$ cat src/rtl/dmem_arb_pkg.sv
// Shared types for the data-memory arbiter: FSM state encoding and port identifiers.
package dmem_arb_pkg;

  typedef enum logic [1:0] {
    IDLE   = 2'd0,
    ACCESS = 2'd1,
    DONE   = 2'd2
  } arb_state_e;

  localparam logic PORT_CPU = 1'b0;
  localparam logic PORT_DBG = 1'b1;

endpackage

$ cat src/rtl/dmem_access_arbiter_if.sv
// Requester and memory-side signal bundle of the data-memory arbiter.
// The slave modport is the arbiter view; master is the requesters/memory view.
interface dmem_access_arbiter_if #(
  parameter int DW = 32
);
  logic          p0_req_i;
  logic          p0_we_i;
  logic [DW-1:0] p0_addr_i;
  logic [DW-1:0] p0_wdata_i;
  logic          p0_ready_o;
  logic          p0_done_o;
  logic [DW-1:0] p0_rdata_o;
  logic          p0_err_o;

  logic          p1_req_i;
  logic          p1_we_i;
  logic [DW-1:0] p1_addr_i;
  logic [DW-1:0] p1_wdata_i;
  logic          p1_ready_o;
  logic          p1_done_o;
  logic [DW-1:0] p1_rdata_o;
  logic          p1_err_o;

  logic [DW-1:0] mem_address_o;
  logic [DW-1:0] mem_write_data_o;
  logic          mem_write_o;
  logic          mem_read_o;
  logic [DW-1:0] mem_data_i;

  modport slave (
    input  p0_req_i, p0_we_i, p0_addr_i, p0_wdata_i,
    output p0_ready_o, p0_done_o, p0_rdata_o, p0_err_o,
    input  p1_req_i, p1_we_i, p1_addr_i, p1_wdata_i,
    output p1_ready_o, p1_done_o, p1_rdata_o, p1_err_o,
    output mem_address_o, mem_write_data_o, mem_write_o, mem_read_o,
    input  mem_data_i
  );

  modport master (
    output p0_req_i, p0_we_i, p0_addr_i, p0_wdata_i,
    input  p0_ready_o, p0_done_o, p0_rdata_o, p0_err_o,
    output p1_req_i, p1_we_i, p1_addr_i, p1_wdata_i,
    input  p1_ready_o, p1_done_o, p1_rdata_o, p1_err_o,
    input  mem_address_o, mem_write_data_o, mem_write_o, mem_read_o,
    output mem_data_i
  );

endinterface

$ cat src/rtl/dmem_rr_arbiter.sv
// Two-way round-robin grant; the pointer names the port that wins a tie and
// flips to the other port whenever a grant is issued.
module dmem_rr_arbiter
  import dmem_arb_pkg::*;
(
  input  logic clk,
  input  logic reset,
  input  logic en_i,
  input  logic req0_i,
  input  logic req1_i,
  output logic gnt0_o,
  output logic gnt1_o
);

  logic rr_ptr_q;
  logic rr_ptr_d;

  // Grant selection and pointer update
  always_comb begin
    gnt0_o   = 1'b0;
    gnt1_o   = 1'b0;
    rr_ptr_d = rr_ptr_q;
    if (en_i) begin
      if (req0_i && (!req1_i || (rr_ptr_q == PORT_CPU))) begin
        gnt0_o   = 1'b1;
        rr_ptr_d = PORT_DBG;
      end else if (req1_i) begin
        gnt1_o   = 1'b1;
        rr_ptr_d = PORT_CPU;
      end else begin
        rr_ptr_d = rr_ptr_q;
      end
    end else begin
      rr_ptr_d = rr_ptr_q;
    end
  end

  // Round-robin pointer register
  always_ff @(posedge clk or negedge reset) begin
    if (!reset) begin
      rr_ptr_q <= PORT_CPU;
    end else begin
      rr_ptr_q <= rr_ptr_d;
    end
  end

endmodule

$ cat src/rtl/dmem_access_arbiter.sv
// Shares one single-port data memory between a CPU port and a debug/DMA port.
// Optional address checking is enabled by defining DMEM_ARB_ADDR_CHECK_EN.
module dmem_access_arbiter
  import dmem_arb_pkg::*;
#(
  parameter int DATA_WIDTH    = 32,
  parameter int MEM_ADDR_BITS = 10
) (
  input logic                 clk,
  input logic                 reset,
  dmem_access_arbiter_if.slave bus
);

`ifdef DMEM_ARB_ADDR_CHECK_EN
  localparam logic ADDR_CHECK_EN = 1'b1;
`else
  localparam logic ADDR_CHECK_EN = 1'b0;
`endif

  arb_state_e            state_q, state_d;
  logic                  cmd_port_q, cmd_we_q, cmd_bad_q;
  logic [DATA_WIDTH-1:0] cmd_addr_q, cmd_wdata_q;
  logic [DATA_WIDTH-1:0] rdata0_q, rdata1_q;
  logic                  err0_q, err1_q;

  logic                  gnt0_s, gnt1_s, accept_s, live_s;
  logic                  sel_we_s, sel_bad_s;
  logic [DATA_WIDTH-1:0] sel_addr_s, sel_wdata_s, cap_data_s;

  // Gating with reset keeps ready low while the block is held in reset.
  dmem_rr_arbiter u_rr (
    .clk    (clk),
    .reset  (reset),
    .en_i   ((state_q == IDLE) && reset),
    .req0_i (bus.p0_req_i),
    .req1_i (bus.p1_req_i),
    .gnt0_o (gnt0_s),
    .gnt1_o (gnt1_s)
  );

  assign accept_s       = gnt0_s | gnt1_s;
  assign bus.p0_ready_o = gnt0_s;
  assign bus.p1_ready_o = gnt1_s;

  assign sel_we_s    = gnt1_s ? bus.p1_we_i    : bus.p0_we_i;
  assign sel_addr_s  = gnt1_s ? bus.p1_addr_i  : bus.p0_addr_i;
  assign sel_wdata_s = gnt1_s ? bus.p1_wdata_i : bus.p0_wdata_i;
  assign sel_bad_s   = ADDR_CHECK_EN &&
                       ((sel_addr_s[DATA_WIDTH-1:MEM_ADDR_BITS] != '0) || (sel_addr_s[1:0] != 2'b00));

  // Next-state logic
  always_comb begin
    state_d = state_q;
    case (state_q)
      IDLE: begin
        if (accept_s) begin
          state_d = ACCESS;
        end else begin
          state_d = IDLE;
        end
      end
      ACCESS:  state_d = DONE;
      DONE:    state_d = IDLE;
      default: state_d = IDLE;
    endcase
  end

  // State register
  always_ff @(posedge clk or negedge reset) begin
    if (!reset) begin
      state_q <= IDLE;
    end else begin
      state_q <= state_d;
    end
  end

  // Command latch, loaded on the accept edge
  always_ff @(posedge clk or negedge reset) begin
    if (!reset) begin
      cmd_port_q  <= PORT_CPU;
      cmd_we_q    <= 1'b0;
      cmd_bad_q   <= 1'b0;
      cmd_addr_q  <= '0;
      cmd_wdata_q <= '0;
    end else if (accept_s) begin
      cmd_port_q  <= gnt1_s ? PORT_DBG : PORT_CPU;
      cmd_we_q    <= sel_we_s;
      cmd_bad_q   <= sel_bad_s;
      cmd_addr_q  <= sel_addr_s;
      cmd_wdata_q <= sel_wdata_s;
    end else begin
      cmd_port_q  <= cmd_port_q;
      cmd_we_q    <= cmd_we_q;
      cmd_bad_q   <= cmd_bad_q;
      cmd_addr_q  <= cmd_addr_q;
      cmd_wdata_q <= cmd_wdata_q;
    end
  end

  // A flagged command turns ACCESS into a dead cycle with the memory bus idle.
  assign live_s               = (state_q == ACCESS) && !cmd_bad_q;
  assign bus.mem_write_o      = live_s && cmd_we_q;
  assign bus.mem_read_o       = live_s && !cmd_we_q;
  assign bus.mem_address_o    = live_s ? cmd_addr_q : '0;
  assign bus.mem_write_data_o = (live_s && cmd_we_q) ? cmd_wdata_q : '0;
  assign cap_data_s           = (cmd_bad_q || cmd_we_q) ? '0 : bus.mem_data_i;

  // Per-port result registers; only the granted port is updated
  always_ff @(posedge clk or negedge reset) begin
    if (!reset) begin
      rdata0_q <= '0;
      rdata1_q <= '0;
      err0_q   <= 1'b0;
      err1_q   <= 1'b0;
    end else if (state_q == ACCESS) begin
      if (cmd_port_q == PORT_DBG) begin
        rdata1_q <= cap_data_s;
        err1_q   <= cmd_bad_q;
      end else begin
        rdata0_q <= cap_data_s;
        err0_q   <= cmd_bad_q;
      end
    end else begin
      rdata0_q <= rdata0_q;
      rdata1_q <= rdata1_q;
      err0_q   <= err0_q;
      err1_q   <= err1_q;
    end
  end

  assign bus.p0_done_o  = (state_q == DONE) && (cmd_port_q == PORT_CPU);
  assign bus.p1_done_o  = (state_q == DONE) && (cmd_port_q == PORT_DBG);
  assign bus.p0_rdata_o = rdata0_q;
  assign bus.p1_rdata_o = rdata1_q;
  assign bus.p0_err_o   = err0_q;
  assign bus.p1_err_o   = err1_q;

endmodule
$ cat src/flat_wrapper.sv
// flat-port wrapper written by rule: the top's interface ports become plain ports
module dmem_access_arbiter_flat import dmem_arb_pkg::*;
#(
  parameter int DATA_WIDTH    = 32,
  parameter int MEM_ADDR_BITS = 10
)
  (clk, reset, bus_p0_req_i, bus_p0_we_i, bus_p0_addr_i, bus_p0_wdata_i, bus_p0_ready_o, bus_p0_done_o, bus_p0_rdata_o, bus_p0_err_o, bus_p1_req_i, bus_p1_we_i, bus_p1_addr_i, bus_p1_wdata_i, bus_p1_ready_o, bus_p1_done_o, bus_p1_rdata_o, bus_p1_err_o, bus_mem_address_o, bus_mem_write_data_o, bus_mem_write_o, bus_mem_read_o, bus_mem_data_i);
  dmem_access_arbiter_if bus_i ();
  input logic clk;
  input logic reset;
  input wire logic [$bits(bus_i.p0_req_i)-1:0] bus_p0_req_i;
  input wire logic [$bits(bus_i.p0_we_i)-1:0] bus_p0_we_i;
  input wire logic [$bits(bus_i.p0_addr_i)-1:0] bus_p0_addr_i;
  input wire logic [$bits(bus_i.p0_wdata_i)-1:0] bus_p0_wdata_i;
  output wire logic [$bits(bus_i.p0_ready_o)-1:0] bus_p0_ready_o;
  output wire logic [$bits(bus_i.p0_done_o)-1:0] bus_p0_done_o;
  output wire logic [$bits(bus_i.p0_rdata_o)-1:0] bus_p0_rdata_o;
  output wire logic [$bits(bus_i.p0_err_o)-1:0] bus_p0_err_o;
  input wire logic [$bits(bus_i.p1_req_i)-1:0] bus_p1_req_i;
  input wire logic [$bits(bus_i.p1_we_i)-1:0] bus_p1_we_i;
  input wire logic [$bits(bus_i.p1_addr_i)-1:0] bus_p1_addr_i;
  input wire logic [$bits(bus_i.p1_wdata_i)-1:0] bus_p1_wdata_i;
  output wire logic [$bits(bus_i.p1_ready_o)-1:0] bus_p1_ready_o;
  output wire logic [$bits(bus_i.p1_done_o)-1:0] bus_p1_done_o;
  output wire logic [$bits(bus_i.p1_rdata_o)-1:0] bus_p1_rdata_o;
  output wire logic [$bits(bus_i.p1_err_o)-1:0] bus_p1_err_o;
  output wire logic [$bits(bus_i.mem_address_o)-1:0] bus_mem_address_o;
  output wire logic [$bits(bus_i.mem_write_data_o)-1:0] bus_mem_write_data_o;
  output wire logic [$bits(bus_i.mem_write_o)-1:0] bus_mem_write_o;
  output wire logic [$bits(bus_i.mem_read_o)-1:0] bus_mem_read_o;
  input wire logic [$bits(bus_i.mem_data_i)-1:0] bus_mem_data_i;
  assign bus_i.p0_req_i = bus_p0_req_i;
  assign bus_i.p0_we_i = bus_p0_we_i;
  assign bus_i.p0_addr_i = bus_p0_addr_i;
  assign bus_i.p0_wdata_i = bus_p0_wdata_i;
  assign bus_p0_ready_o = bus_i.p0_ready_o;
  assign bus_p0_done_o = bus_i.p0_done_o;
  assign bus_p0_rdata_o = bus_i.p0_rdata_o;
  assign bus_p0_err_o = bus_i.p0_err_o;
  assign bus_i.p1_req_i = bus_p1_req_i;
  assign bus_i.p1_we_i = bus_p1_we_i;
  assign bus_i.p1_addr_i = bus_p1_addr_i;
  assign bus_i.p1_wdata_i = bus_p1_wdata_i;
  assign bus_p1_ready_o = bus_i.p1_ready_o;
  assign bus_p1_done_o = bus_i.p1_done_o;
  assign bus_p1_rdata_o = bus_i.p1_rdata_o;
  assign bus_p1_err_o = bus_i.p1_err_o;
  assign bus_mem_address_o = bus_i.mem_address_o;
  assign bus_mem_write_data_o = bus_i.mem_write_data_o;
  assign bus_mem_write_o = bus_i.mem_write_o;
  assign bus_mem_read_o = bus_i.mem_read_o;
  assign bus_i.mem_data_i = bus_mem_data_i;
  dmem_access_arbiter #(.DATA_WIDTH(DATA_WIDTH), .MEM_ADDR_BITS(MEM_ADDR_BITS)) u_core (.clk(clk), .reset(reset), .bus(bus_i));
endmodule
$ cat config.mk
export PLATFORM = sky130hd
export DESIGN_NAME = dmem_access_arbiter_flat
export DESIGN_NICKNAME = d
export VERILOG_FILES = /design/src/rtl/dmem_arb_pkg.sv /design/src/rtl/dmem_access_arbiter_if.sv /design/src/rtl/dmem_rr_arbiter.sv /design/src/rtl/dmem_access_arbiter.sv /design/src/flat_wrapper.sv
export SDC_FILE = /design/constraint.sdc
export NUM_CORES = 1
export LEC_CHECK = 0
export CAP_MARGIN = 20
export CORE_AREA = 4 4 156 158
export DETAILED_ROUTE_END_ITERATION = 16
export DIE_AREA = 0 0 160 162
export GPL_ROUTABILITY_DRIVEN = 0
export GPL_TIMING_DRIVEN = 0
export PLACE_DENSITY = 0.62
export SLEW_MARGIN = 20
export SYNTH_ARGS = -nofsm -noshare
export SYNTH_HDL_FRONTEND = slang
export SYNTH_SLANG_ARGS = --single-unit
$ cat constraint.sdc
create_clock -name clk -period 2.19 [get_ports clk]
set_input_delay 0.657 -clock clk [delete_from_list [all_inputs] [get_ports clk]]
set_output_delay 0.657 -clock clk [all_outputs]
set_load 0.02 [all_outputs]
---- Word-level counts from Yosys, hierarchy flattened ----
Index checks and enable logic that the tools add are counted.
storage, ports and cells
  register bits ........................... 133
  output and inout bits ................... 136
  word-level logic and storage cells ...... 43
cells by class
  equality and inequality tests ........... 2
  multiplexer cells ....................... 16
  bitwise gates (word level) .............. 3
  reduce and logical (&&, ||, !) cells .... 14
operators with widths
  kind                count
  $mux 32             5
  $mux 1              10
  $logic_and 1x1->1   6
  $reduce_and 2->1    3
  $pmux 2 s2          1
  $eq 2x1->1 const B  1
  $eq 2x2->1 const B  1
  $logic_not 1->1     2
  $logic_not 2->1     1
  $not 1->1           2
  $reduce_bool 2->1   1
  $logic_or 1x1->1    1
  $or 1x1->1          1

---- Logic depth before layout (Yosys ltp) ----
Gate-level depths: netlist (run 1).
  depth after elaboration ................. 8
  depth in mapped cells ................... 6
  depth with buffers taken out ............ 3

---- Hierarchy ----
From an unflattened synthesis (run 1), not the netlist that was laid out.
second synthesis, totals
  cells, all modules ...................... 553
  area total of the unflattened synthesis .. 6352.3 sq um
modules (own cells, without submodules)
  module               times used  cells each  area each (sq um)
  dmem_access_arbiter  1           545         6291.0
  dmem_rr_arbiter      1           8           61.3

---- Least setup slack after synthesis (run 1) ----
No wires, ideal clock.
  path kind ............................... in2out
  start ................................... input reset
  end ..................................... output bus_p1_ready_o
  arrival time ............................ 1.790 ns
  setup slack ............................. -0.257 ns
  cell stages on the path ................. 4
  path through ............................ or3b_1 clkbuf_1 buf_6 nor3_1
on the way
  cells in the longest elaborated chain, start to end .. 2
RTL lines
  item               line                       source
  from (decl)        flat_wrapper.sv:10         input logic reset;
  $logic_and 1x1->1  dmem_access_arbiter.sv:34  .en_i ((state_q == IDLE) && reset),
  $mux 1             dmem_rr_arbiter.sv:23      if (en_i) begin
  to (decl)          flat_wrapper.sv:23         output wire logic [$bits(bus_i.p1_ready_o)-1:0] bus_p1_ready_o;
No other way between the ends.

---- Worst setup path after layout (run 1) ----
  start ................................... register u_core.state_q[1]
  end ..................................... output bus_mem_write_data_o[30]
on the way
  cells in the longest elaborated chain, start to end .. 3
RTL lines
  item                    line                        source
  from (decl)             dmem_access_arbiter.sv:20   arb_state_e state_q, state_d;
  from (signal assigned)  dmem_access_arbiter.sv:73   state_q <= state_d;
  $eq 2x1->1              dmem_access_arbiter.sv:101  assign live_s = (state_q == ACCESS) && !cmd_bad_q;
  $logic_and 1x1->1       dmem_access_arbiter.sv:105  assign bus.mem_write_data_o = (live_s && cmd_we_q) ? cmd_wdata_q : '0;
  $mux 32                 dmem_access_arbiter.sv:105
  to (decl)               flat_wrapper.sv:28          output wire logic [$bits(bus_i.mem_write_data_o)-1:0] bus_mem_write_data_o;
No other way between the ends.

==> impl_results.md, run 1 <==
- Root buf cell: clkbuf_16
- Overall Global Routing Usage: 21.1%
- Layout cells sized above 1: roughly 26%
- Psw: 4310 uW
- Final Instance Count excl. Fillers: 1382
- Clock Pin Slew Worst Setup and Hold Paths: around 0.07 ns
- Worst Max-Slew Pin Slew: 0.588 ns
- Drt first pass iters: 5
- Synth warnings: 0
- Initial Utilization: 29.5%
- Met1 Use GR: 26.5%
- Maximum root-to-sink buffer count: 2
- Core footprint: between 20000 and 25000 sq um
- Routed Antenna Nets: 0
- Internal Pwr Total: between 7000 and 8000 uW
- Vias in the first global route: roughly 7500
- Total Power: 11400 uW
- Part of the power in the clock network: 24.4%
- Final HPWL DP: 20300 microns
- Final Cell Area: ~12000 sq um
- CP Class: register to output pin
- Sink Count: approximately 130
- Post-synthesis sequential area ratio: 48.8%
- Worst reg2reg startpoint: u_core.state_q[0]
- Period utilisation layout: 108%
- Die width: 160 microns
- Comb power frac: about 42%
- Final hold vios: 0
- IO Pins: 302
- Most Used Layer, Global Route: met2
- CP Launch Point: u_core.state_q[1]
- Sum of negative setup slack: -7.34 ns
- Clock buffer count from CTS: 17
- Nets: 1245
- Max Fclk: 423 MHz
- Port Buffer Count: around 300
- Worst setup SP type: register
- Cell area after synthesis: 6820 sq um
- Critical Path End Type: output pin
- Unrepaired setup endpoints after global routing: true
- Skew-Pair Late Insertion Delay: 0.42 ns
- Placed insts: 1322
- P_leak: 0.00470 uW
- Synth Register Bits: 133
- Antenna violations before repair: 2
- Max_slew headroom: 60.8%
- Peak fanout along the critical path: 6
- Worst Hold Class: input port to asynchronous set/reset pin
- Yosys cell types: 28
- Layout Skew: approximately 0.015 ns
- Top-area cell type share of the netlist area: ~50%
- DR vias: 7234
- Sw Ratio: a little under two fifths
- Synthesis-to-layout area growth: 70.8%
- DP Worst Slack: -1.84 ns
- Final worst slack: -0.172 ns
- Run status: complete, but fails checks
- Area leader, netlist: dfrtp_1
- CTS tree: built
- Failing checks: negative setup slack
- GR Overflow Total: 0
- Crit path time final: ~2.4 ns
- Met2 Usage GRT: 35.4%
- Commonest non-fill, non-tap cells in the layout: clkdlybuf4s50_1 (226), dfrtp_1 (130), buf_6 (80), o21ai_0 (66)
- Max_cap viols: 0
- Largest net degree at the start of global routing: 36
- Die Area: between 20000 and 30000 sq um
- Wire per inst: 20.6 microns
- Worst endpoint data arrival time: between 1.5 and 2 ns
- Reg power frac: 33.3%
- DRC viols: 0
- Mapped Avg Cell Area: 9.32 sq um
- Routed vias/inst: 5.23
- Cell count after synthesis: 731
- Final Max Tran Viols: 0
- Final setup vio count: 68
- H-tree depth: 4
- Commonest non-fill, non-tap cell in the layout: clkdlybuf4s50_1
- N_diodes: 0
- Row cnt: 56
- Die height: between 150 and 200 microns
- Routed WL: 28500 microns
- First-pass GRT wire length: approximately 43000 microns
- Pwr Density: about 1000 nW/um^2
- Top post-synthesis cells by area: dfrtp_1 (49%), a31oi_1 (6.0%), nand4_1 (6.0%)
- 1st-iter DRT viols: about 350
- Placed inst area: around 10000 sq um
- Max VDD drop: 337 uV
- WP data required: around 1.5 ns
- GR met3 Demand/Resource: under 10%
registers in the layout (all words and copies together), names as in the netlist:
name                   flops
u_core.bus.p0_rdata_o     32
u_core.bus.p1_rdata_o     32
u_core.cmd_addr_q         32
u_core.cmd_wdata_q        32
u_core.state_q             2
u_core.cmd_port_q          1
u_core.cmd_we_q            1
u_core.u_rr.rr_ptr_q       1
worst max-delay path, stage by stage, from the launching register on:
cell     delay [ns]
dfrtp_2        0.44
nor2b_4        0.16
buf_6          0.13
buf_12         0.13
buf_8          0.12
and3_4         0.19
buf_6          0.11
final cells by class:
class | instances | area (sq um)
Buffer | 89 | 504
Clock buffer | 17 | 425
Clock inverter | 15 | 136
Fill cell | 2221 | 11500
Inverter | 1 | 7.51
Multi-Input combinational cell | 505 | 3330
Sequential cell | 133 | 3330
Tap cell | 290 | 363
Timing Repair Buffer | 332 | 3540
Yosys cell counts:
| master | count |
|---|---|
| o31ai_1 | 36 |
| or3b_2 | 1 |
| a21o_1 | 1 |
| nor3_1 | 1 |
| and3b_1 | 1 |
| nand2_1 | 65 |
| buf_1 | 2 |
| nor2b_1 | 3 |
| nand4_1 | 65 |
| a21oi_1 | 66 |
| buf_2 | 26 |
| nand3b_1 | 1 |
| or2_2 | 1 |
| inv_1 | 1 |
| buf_4 | 2 |
| and2_1 | 34 |
| dfrtp_1 | 133 |
| conb_1 | 1 |
| a31oi_1 | 65 |
| nor3b_1 | 1 |
| buf_6 | 4 |
| o21ai_0 | 66 |
| and3_1 | 32 |
| o31ai_2 | 29 |
| clkbuf_1 | 59 |
| or3b_1 | 1 |
| nand2b_1 | 33 |
| nor3b_2 | 1 |
cell families after synthesis:
family          Yosys count  share of synthesized area, %
compound gates          263                          25.1
buf+inv                  94                          6.20
simple gates            240                          19.9
other cells               1                        0.0550
flops                   133                          48.8
what timing repair did:
| item | in CTS | in global routing |
|---|---|---|
| resized for setup | 356 | 201 |
| endpoints found under the hold margin | 0 | 0 |
| gates cloned | 5 | 3 |
| pin swaps | 3 | 9 |
| endpoints found under the setup margin | 138 | 73 |
| hold buffers | 0 | 0 |
| setup buffers | 11 | 14 |
layer usage:
| metal | vias up | part of all wire, % | wire, microns |
|---|---|---|---|
| met3 | 32 | 8.2 | 2340 |
| met1 | 3492 | 41 | 11800 |
| met5 | - | 0.074 | 21 |
| met4 | 4 | 1.5 | 428 |
| met2 | 300 | 49 | 13900 |
| li1 | 3406 | - | - |
per-stage QoR:
stage          hold slack [ns]  util, %
4_1_cts                  0.175     48.1
5_1_grt                  0.167     50.3
2_1_floorplan            0.361        -
3_5_place_dp             0.469     44.2
3_3_place_gp             0.461     44.1
6_report                 0.192     50.3
power by group through the flow:
| stage | clock, uW | combinational [uW] | sequential, uW |
|---|---|---|---|
| 2_1_floorplan | 0 | 1600 | 4340 |
| 3_3_place_gp | 0 | 4440 | 3770 |
| 3_5_place_dp | 0 | 4470 | 3800 |
| 4_1_cts | 2820 | 4560 | 3780 |
| 5_1_grt | 2950 | 5170 | 3900 |
| 6_report | 2770 | 4820 | 3790 |
final timing paths:
path	slack (ns)	to	depth (start not counted)
setup / recovery	-0.17	bus_mem_write_data_o[30]	6
hold / removal	0.19	u_core.cmd_wdata_q[21]	1
hold reg to reg	0.48	u_core.bus.p0_rdata_o[14]	2
min in group clk	0.48	u_core.bus.p0_rdata_o[14]	2
setup reg to reg	0.01	u_core.cmd_addr_q[10]	8
max in group asynchronous	1.30	u_core.state_q[0]	3
Note: power is estimated with default switching activity, not from simulation.
==> inputs of run 2 (changes only) <==
--- a/config.mk
+++ b/config.mk
@@ -12,7 +12,6 @@
 export GPL_ROUTABILITY_DRIVEN = 0
 export GPL_TIMING_DRIVEN = 0
 export PLACE_DENSITY = 0.62
-export SLEW_MARGIN = 20
 export SYNTH_ARGS = -nofsm -noshare
 export SYNTH_HDL_FRONTEND = slang
 export SYNTH_SLANG_ARGS = --single-unit
==> constraint.sdc (replaced) <==
create_clock -name clk -period 2.19 [get_ports clk]
set_input_delay 0.219 -clock clk [delete_from_list [all_inputs] [get_ports clk]]
set_output_delay 0.219 -clock clk [all_outputs]
set_load 0.02 [all_outputs]
==> run 2 against run 1 <==
Die area unchanged. Sequential share of layout area up 1.8 points. Register-to-register slack better by 0.18 ns. First-iteration DRC count up 10%. Final area down 5.8%. Wire length down 3.8%. Clock skew down 0.0069 ns. Cell count down 1.4%. The flow now finishes without violations.
==> impl_results.md, run 2 (synthesis results as in run 1) <==
- Run status: complete, no violations
- N_diodes: 0
- Final Max Tran Viols: 0
- Total Power: 11300 uW
- Peak fanout along the critical path: 10
- Routed WL: 27500 microns
- Worst Max-Slew Pin Slew: between 0.6 and 0.7 ns
- Port Buffer Count: 299
- Worst setup endpoint: bus_p1_ready_o
- Max_slew headroom: between 50% and 60%
- CP Class: register to output pin
- Commonest non-fill, non-tap cell in the layout: clkdlybuf4s50_1
- Crit path buffers/inverters: 2
- Die height: 162 microns
- Clock buffer count from CTS: 17
- Met1 Wirelength: between 10000 and 15000 microns
- Internal Pwr Total: 7080 uW
- Sum of negative setup slack: 0 ns
- WP data required: roughly 2.0 ns
- Max Fclk: 478 MHz
- Overall Global Routing Usage: a little over a fifth
- CP max-delay cell: dfrtp_2
- Post-layout util: 47.4%
- DRC viols: 0
- Synthesis-to-layout area growth: 60.8%
- Final HPWL DP: 20200 microns
- Psw: about 4200 uW
- P_leak: between 0.004 and 0.005 uW
- CP Cell Sequence: or3b_4 -> buf_6 -> nor3_4 -> buf_4
- CTS tree: built
- Unrepaired setup endpoints after global routing: false
- Core footprint: between 20000 and 25000 sq um
- Part of the power in the clock network: 27.3%
- Root buf cell: clkbuf_16
- Final setup vio count: 0
- Sw Ratio: 37.1%
- Reg-to-Reg End: u_core.cmd_addr_q[9]
- Max_cap viols: 0
- Vias in the first global route: 7405
- Worst endpoint data arrival time: 1.87 ns
- Worst reg2reg startpoint: u_core.state_q[1]
- Pwr Density: 1030 nW/um^2
- Clock Pin Slew Worst Setup and Hold Paths: 0.07 ns
- Maximum root-to-sink buffer count: 2
- Largest stage delay, worst path: 0.46 ns
- Row cnt: 56
- Worst setup SP type: register
- Comb power frac: slightly below 40%
- GR Overflow Total: 0
- Routed vias/inst: 5.21
- CP Launch Point: u_core.state_q[1]
- Final hold vios: 0
- Layout Skew: between 0.007 and 0.008 ns
- Max VDD drop: 599 uV
- Worst reg-to-reg path cell count: 6
- Critical Path End Type: output pin
- Layout cells sized above 1: ~14%
- Sink Count: approximately 130
- Largest net degree at the start of global routing: 66
- Met3 Wirelength: 2200 microns
- Top delay family on crit path: simple AND/OR/NAND/NOR gates
- Die width: 160 microns
- Wire per inst: between 20 and 25 microns
- Crit path time final: roughly 2.1 ns
- Die Area: about 26000 sq um
- Reg power frac: 33.6%
- Worst Hold Class: input port to register
- Nets: 1225
- Commonest non-fill, non-tap cells in the layout: clkdlybuf4s50_1 (229), dfrtp_1 (130), a21oi_1 (66), o21ai_0 (66)
- Top sig layer: met5
- Antenna violations before repair: 1
- H-tree depth: 4
- Worst Hold Launch: bus_mem_data_i[25]
- WL met2: 13300 microns
- IO Pins: 302
- Drt first pass iters: 4
- WP depth: 4
- Routed Antenna Nets: 0
- Worst R2R Setup Slack: 0.19 ns
- DR vias: 7090
- First-pass GRT wire length: 43000 microns
- Initial Utilization: 29.5%
- Period utilisation layout: 95.5%
- 1st-iter DRT viols: between 300 and 400
- Skew-Pair Late Insertion Delay: 0.42 ns
## run 2: cell count changes in the layout (fill, tap and decap cells not counted), sizes merged
| cell | delta |
|---|---|
| buf | -93 |
| bufbuf | -3 |
| bufinv | +3 |
| clkbuf | +20 |
| clkdlybuf4s15 | +16 |
| clkdlybuf4s50 | +3 |
| clkinv | -2 |
| clkinvlp | -1 |
| dlygate4sd2 | +33 |
| dlygate4sd3 | +3 |
| dlymetal6s2s | +1 |
## run 2: layout make-up
class | count | area [sq um]
Multi-Input combinational cell | 505 | 3100
Buffer | 91 | 453
Inverter | 1 | 3.75
Clock inverter | 15 | 193
Timing Repair Buffer | 310 | 3090
Sequential cell | 133 | 3330
Tap cell | 290 | 363
Clock buffer | 17 | 425
Fill cell | 2228 | 12200
## run 2: how the worst min path moves through the flow
stage	slack [ns]	end	depth (start not counted)
floorplan	-0.08	u_core.bus.p0_rdata_o[0]	0
global placement	0.46	u_core.bus.p0_rdata_o[13]	2
detailed placement	0.26	u_core.bus.p0_rdata_o[9]	1
CTS	0.36	u_core.cmd_wdata_q[30]	3
global route	0.38	u_core.cmd_wdata_q[14]	3
finish	0.38	u_core.bus.p1_rdata_o[25]	3
## run 2: through the flow
| step | cells | hold slack [ns] | setup WS (ns) | cell area [sq um] |
|---|---|---|---|---|
| after detailed placement | 1322 | 0.257 | -1.04 | 10200 |
| after floorplan | 732 | -0.0766 | 0.391 | 6820 |
| final | 1362 | 0.377 | 0.0986 | 11000 |
| after global routing | 1362 | 0.378 | 0.00112 | 11000 |
| after CTS | 1362 | 0.355 | 0.00317 | 11000 |
| after global placement | 1321 | 0.461 | -5.76 | 10200 |
## run 2: power by group through the flow
| stage | combinational (uW) | clock [uW] | sequential, uW |
|---|---|---|---|
| after global placement | 4430 | 0 | 3780 |
| after detailed placement | 4470 | 0 | 3800 |
| after floorplan | 1600 | 0 | 4340 |
| after global routing | 4770 | 3230 | 3900 |
| after CTS | 4440 | 3140 | 3790 |
| final | 4390 | 3080 | 3780 |
## run 2: metal layers
| layer | GRT usage, % | vias to the layer above |
|---|---|---|
| li1 | - | 3361 |
| met1 | 26.7 | 3399 |
| met5 | 0 | - |
| met3 | 6.39 | 35 |
| met4 | 6.18 | 2 |
| met2 | 34.2 | 293 |
## run 2: tightest hold or removal path: stages
cell             delay (ns)
clkdlybuf4s50_1        0.39
nand2b_1               0.08
o21ai_0                0.07
## run 2: repair_timing
action	4_1_cts	5_1_grt
hold buffers	6	0
gates cloned	1	0
setup buffers	3	0
resized for setup	148	26
endpoints found under the hold margin	65	0
setup endpoints to repair	133	30
pin swaps	1	0
